[src/rtl/regfile.sv]
// 32x32 general-purpose register file: one synchronous write port, two
// combinational read ports, entry 0 hardwired to zero, async active-low clear.
module regfile #(
    parameter int unsigned WIDTH    = 32,
    parameter int unsigned NUM_REGS = 32,
    parameter int unsigned ADDR_W   = 5
) (
    input  logic              clk,
    input  logic              reset,
    input  logic [ADDR_W-1:0] rsNum,
    input  logic [ADDR_W-1:0] rtNum,
    input  logic [ADDR_W-1:0] rdNum,
    input  logic [WIDTH-1:0]  rdData,
    input  logic              rdWriteEnable,
    output logic [WIDTH-1:0]  rsData,
    output logic [WIDTH-1:0]  rtData
);

    logic [WIDTH-1:0] w_entry [NUM_REGS];

    for (genvar gi = 0; gi < int'(NUM_REGS); gi++) begin : g_entry
        if (gi == 0) begin : g_zero
            assign w_entry[gi] = '0;
        end else begin : g_reg
            logic             w_wen;
            logic [WIDTH-1:0] r_q;

            // One-hot decode: only the addressed entry loads on the edge.
            assign w_wen = rdWriteEnable && (rdNum == ADDR_W'(gi));

            always_ff @(posedge clk or negedge reset) begin
                if (!reset) begin
                    r_q <= '0;
                end else if (w_wen) begin
                    r_q <= rdData;
                end
            end

            assign w_entry[gi] = r_q;
        end
    end

    // No write-to-read bypass: a pending write is visible only after its edge.
    assign rsData = w_entry[rsNum];
    assign rtData = w_entry[rtNum];

endmodule

[config.mk]
export PLATFORM = sky130hd
export DESIGN_NAME = regfile
export DESIGN_NICKNAME = d
export VERILOG_FILES = /design/src/rtl/regfile.sv
export SDC_FILE = /design/constraint.sdc
export NUM_CORES = 2
export LEC_CHECK = 0
export BUFFER_PORTS_ARGS = -buffer_cell sky130_fd_sc_hd__buf_2
export CAP_MARGIN = 10
export CORE_UTILIZATION = 50
export CTS_CLUSTER_DIAMETER = 100
export DETAILED_ROUTE_END_ITERATION = 8
export HOLD_SLACK_MARGIN = 0.02
export MAX_ROUTING_LAYER = met4
export PLACE_DENSITY = 0.66
export SETUP_SLACK_MARGIN = 0.3
export SLEW_MARGIN = 20
export SYNTH_ARGS = -nofsm -noshare
export SYNTH_HDL_FRONTEND = slang
export SYNTH_SLANG_ARGS = --single-unit
[constraint.sdc]
create_clock -name clk -period 3.9 [get_ports clk]
set_input_delay 0.195 -clock clk [delete_from_list [all_inputs] [get_ports clk]]
set_output_delay 0.195 -clock clk [all_outputs]
set_load 0.01 [all_outputs]
==> Word-level counts from Yosys, hierarchy flattened <==
Index checks and enable logic that the tools add are counted.
{ "totals": {"rom_bits": 0, "register_bits": 992, "mem_count": 0, "out_inout_bits": 64, "ram_bits": 0, "in_bits": 50, "word_cells": 103, "latch_bits": 0} }
{ "classes": {"n_mux": 6, "n_reduce_logical": 31, "mul": 0, "n_eq_ne": 31, "div_mod_pow": 0, "shift": 0, "n_bitwise": 2, "add_sub_neg": 0, "n_lt_le_gt_ge": 2} }
{ "ops": {"columns": ["operator", "count"], "rows": [
  ["32-bit binary-select mux with 5-bit select", 2],
  ["32-bit 2-to-1 mux", 4],
  ["5-bit == test, second input constant", 16],
  ["5-bit by 4-bit == test with 1-bit output, second input constant", 8],
  ["1-bit logical AND", 31],
  ["5-bit by 3-bit == test with 1-bit output, second input constant", 4],
  ["6-bit greater-or-equal comparator, second input constant", 2],
  ["5-bit NOT with 6-bit output", 2],
  ["5-bit by 2-bit == test with 1-bit output, second input constant", 2],
  ["5-bit by 1-bit == test with 1-bit output, second input constant", 1]
]} }

==> Longest topological paths before layout <==
{ "logic_depth": {"ltp_word": 4, "mapped_depth": 9, "mapped_depth_nobuf": 4} }

==> Worst setup path before layout <==
Ideal clock, no wire load.
{ "synth_path": {"kind": "input port to output port", "startpoint": "input port rtNum[0]", "endpoint": "output port rtData[10]", "required_ns": 3.705, "stages": 7, "path_buffers": 3, "setup_slack_ns": 1.954, "arrival_ns": 1.751, "cell_sequence": "buf_2 > buf_6 > buf_2 > mux4_2 > a22o_1 > o21ai_1 > o31ai_1"} }
{ "synth_between": {"elab_chain_cells": 4} }
{ "synth_lines": {"columns": ["element", "line", "rtl"], "rows": [
  ["start: declaration", "11", "input logic [ADDR_W-1:0] rtNum,"],
  ["5-bit NOT with 6-bit output (implied by the code)", "45", "assign rtData = w_entry[rtNum];"],
  ["32-bit binary-select mux with 5-bit select", "45", null],
  ["32-bit 2-to-1 mux (implied by the code) (2 in a row)", "45", null],
  ["end: declaration", "16", "output logic [WIDTH-1:0] rtData"]
]} }
No other way between the ends. The select of a mux whose other input is x is not followed.

==> Worst setup path after layout <==
{ "layout_path": {"startpoint": "input port rsNum[1]", "endpoint": "output port rsData[30]"} }
{ "layout_between": {"elab_chain_cells": 4} }
{ "layout_lines": {"columns": ["element", "line", "rtl"], "rows": [
  ["start: declaration", "10", "input logic [ADDR_W-1:0] rsNum,"],
  ["5-bit NOT with 6-bit output (implied by the code)", "44", "assign rsData = w_entry[rsNum];"],
  ["32-bit binary-select mux with 5-bit select", "44", null],
  ["32-bit 2-to-1 mux (implied by the code) (2 in a row)", "44", null],
  ["end: declaration", "15", "output logic [WIDTH-1:0] rsData,"]
]} }
No other way between the ends. The select of a mux whose other input is x is not followed.

==> results.sh <==
export IMPL_pwr_share_seq_pct=44.9
export IMPL_dpl_cell_area_sq_mm=0.0554
export IMPL_first_global_vias=35700
export IMPL_arrival_ns=2.84
export IMPL_synth_area_per_cell_sq_um=14.6
export IMPL_portBuffers=113
export IMPL_die_x_microns=328
export IMPL_htreeDepth=3
export IMPL_finalCritPeriodShare_pct=77.7
export IMPL_worst_pin_slew_ns=1.13
export IMPL_p_sw_share_pct=27.3
export IMPL_syn_inst=3639
export IMPL_clock_latency_ns=0.69
export IMPL_antenna_found_initial=13
export IMPL_maxCapViolations=0
export IMPL_critical_path_endpoint="rsData[30]"
export IMPL_wire_per_inst_microns=32.6
export IMPL_cts_root_buf="clkbuf_16"
export IMPL_comb_power_share_pct=20.5
export IMPL_slew_headroom_pct=24.2
export IMPL_cts_tree="done"
export IMPL_cp_max_fo=48
export IMPL_start_util_pct=50.5
export IMPL_reg2regPathDepth=1
export IMPL_slew_violations=0
export IMPL_drt_iter0_drc=3050
export IMPL_largestRegisters="g_entry.g_reg.r_q: 992 flops"
export IMPL_dpl_hpwl_microns=99600
export IMPL_layout_min_cycle_time_ns=3.03
export IMPL_fmax_ghz=0.330
export IMPL_die_area_sq_mm=0.108
export IMPL_internal_power_mw=22.4
export IMPL_dp_cells=4880
export IMPL_skew_ns=0
export IMPL_p_clk_share_pct=34.7
export IMPL_ys_ff_latch=992
export IMPL_routed_wl_microns=166000
export IMPL_antenna_left=0
export IMPL_post_cts_buffers=0
export IMPL_clk_transition_reported_paths_ns=0.07
export IMPL_fin_setup_tns_ns=0
export IMPL_drive_gt1_share_pct=50.9
export IMPL_power_switching_mw=8.41
export IMPL_pre_cts_slack_ns=0.933
export IMPL_area_growth_pct=11.2
export IMPL_cp_required_ns=3.70
export IMPL_grt_max_degree=166
export IMPL_fin_nets=3652
export IMPL_critPathCaptureType="primary output"
export IMPL_worst_hold_slack_ns=0.122
export IMPL_core_area_sq_mm=0.105
export IMPL_vias_per_cell=6.80
export IMPL_cp_startpoint="rsNum[1]"
export IMPL_syn_nets=3689
export IMPL_rows=119
export IMPL_setup_slack_ns=0.869
export IMPL_postLayoutCellArea_sq_mm=0.0592
export IMPL_r2r_end="g_entry[20].g_reg.r_q[22]"
export IMPL_fillCellCount=8528
export IMPL_finalNonFillerCells=5088
export IMPL_rr_startpoint="g_entry[20].g_reg.r_q[22]"
export IMPL_io_pins=114
export IMPL_gp_congestion=0.853
export IMPL_cts_buffers=109
export IMPL_drtPass1Iterations=7
export IMPL_postCtsResizedCells=0
export IMPL_startpoint_type="input pin"
export IMPL_violations="design-rule violations"
export IMPL_status="complete, but fails checks"
export IMPL_yosys_warnings=0
export IMPL_largest_register_ffs=992
export IMPL_timing_worst_setup_path_type="in2out"
export IMPL_registers_top_by_ff_count="g_entry.g_reg.r_q"
export IMPL_hold_class="in2reg"
export IMPL_grt_use_total_pct=32.4
export IMPL_ir_drop_v=0.000336
export IMPL_ys_seq_area_share_pct=46.7
export IMPL_drc_errors=20
export IMPL_cts_sinks=992
export IMPL_cts_buffer_depth=3
export IMPL_synth_cell_type_count=32
export IMPL_regToRegSetupSlack_ns=3.08
export IMPL_grt_ovfl_total=0
export IMPL_leakage_nw=25.8
export IMPL_power_density_mw_per_mm2=520
export IMPL_vias=34600
export IMPL_die_h_microns=328
export IMPL_hold_viol_final=0
export IMPL_finalSetupViolCount=0
export IMPL_rsz0062_at_grt="false"
export IMPL_synthesis_area_sq_mm=0.0532
export IMPL_grt_pass1_wl_microns=248000
area by class of cell:
class | count | area (sq um) | area share (%)
antenna | 9 | 22.5 | 0.0381
timing repair buffer | 260 | 2190 | 3.70
multi-input combinational | 2237 | 26700 | 45.1
tap | 1391 | 1740 | 2.94
clock inverter | 37 | 433 | 0.732
sequential | 992 | 24800 | 41.9
clock buffer | 160 | 3260 | 5.51
inverter | 2 | 10.0 | 0.0169
metrics by stage:
stage | util (%) | power (mW)
floorplan | - | 18.3
global placement | 52.6 | 20.0
CTS | 56.1 | 30.9
global route | 56.1 | 32.1
finish | 56.1 | 30.8
detailed placement | 52.6 | 20.2
cell families (layout without fill, tap and decap cells):
logic type             Yosys count  in the layout  synth area share [%]
muxes                         1600           1600                  41.6
DFF                            992            992                  46.7
AOI/OAI and AO/OA              448            448                  6.32
buffers and inverters          410            459                  3.58
and+or+nand+nor                189            189                  1.81
other                            0              9                     0
power by group through the flow:
stage,Clock (mW),Sequential [mW],Combinational [mW]
finish,10.7,13.8,6.30
global route,11.2,14.1,6.74
CTS,10.8,13.8,6.31
detailed placement,0,14.0,6.29
global placement,0,13.9,6.17
floorplan,0,13.4,4.85
critical path, stage by stage:
cell	delay, ns
buf_8	0.37
nand2_2	0.64
o22ai_1	0.32
a211oi_1	0.09
o31ai_1	0.85
buf_2	0.28
worst min-delay path by stage:
stage / cells after the start / startpoint / endpoint / slack [ns]
finish: 2 / rdData[18] / g_entry[5].g_reg.r_q[18] / 0.12
global route: 2 / rdData[18] / g_entry[10].g_reg.r_q[18] / 0.14
CTS: 2 / rdData[30] / g_entry[12].g_reg.r_q[30] / 0.09
detailed placement: 1 / reset / g_entry[11].g_reg.r_q[1] / 0.11
global placement: 1 / reset / g_entry[9].g_reg.r_q[1] / 0.11
floorplan: 0 / reset / g_entry[10].g_reg.r_q[0] / -0.10
Yosys cell counts:
master / instances / area, sq um
nand3_1: 1 / 5.00
o31ai_1: 64 / 480
inv_1: 1 / 3.75
a22o_1: 192 / 1680
nor4_2: 1 / 12.5
dfrtp_1: 992 / 24800
nor3_1: 3 / 15.0
clkbuf_1: 212 / 796
nand4_1: 1 / 6.26
nor3b_2: 1 / 12.5
buf_2: 140 / 701
and2_1: 34 / 213
nand2b_1: 5 / 31.3
o21ai_1: 64 / 320
and3_1: 32 / 200
nand2_1: 79 / 297
buf_1: 16 / 60.1
nor2b_1: 10 / 62.6
a211oi_1: 64 / 480
clkbuf_2: 1 / 5.00
nor3b_1: 1 / 7.51
mux2_2: 1010 / 11400
inv_2: 1 / 3.75
mux2_1: 46 / 518
mux4_2: 384 / 8650
buf_4: 28 / 210
mux2i_1: 160 / 1600
o22ai_1: 64 / 400
buf_6: 11 / 124
nand4b_1: 3 / 26.3
nor2_1: 15 / 56.3
or3_1: 3 / 18.8
metal layers:
| layer | global-route usage [%] | share of wire (%) |
|---|---|---|
| met4 | 10.1 | 3.3 |
| met1 | 45.0 | 42 |
| met2 | 47.3 | 45 |
| met3 | 7.46 | 9.1 |
| met5 | - | 0 |
cells in the final DEF, fill, tap and decap left out, drive strengths merged:
master,instances
mux2,1056
dfrtp,992
mux4,384
buf,259
a22o,192
mux2i,160
clkbuf,160
nand2,79
o22ai,64
a211oi,64
o21ai,64
o31ai,64
and2,34
and3,32
clkinv,18
nor2,15
nor2b,10
diode,9
bufinv,8
inv,7
clkinvlp,6
nand2b,5
nand4b,3
or3,3
nor3,3
nor3b,2
nand3,1
nand4,1
nor4,1
dlygate4sd3,1
repair_timing:
item | in CTS | in global routing
endpoints found under the setup margin | 0 | 0
endpoints found under the hold margin | 644 | 0
hold buffers | 2 | 0
(Power assumes the default switching activity.)
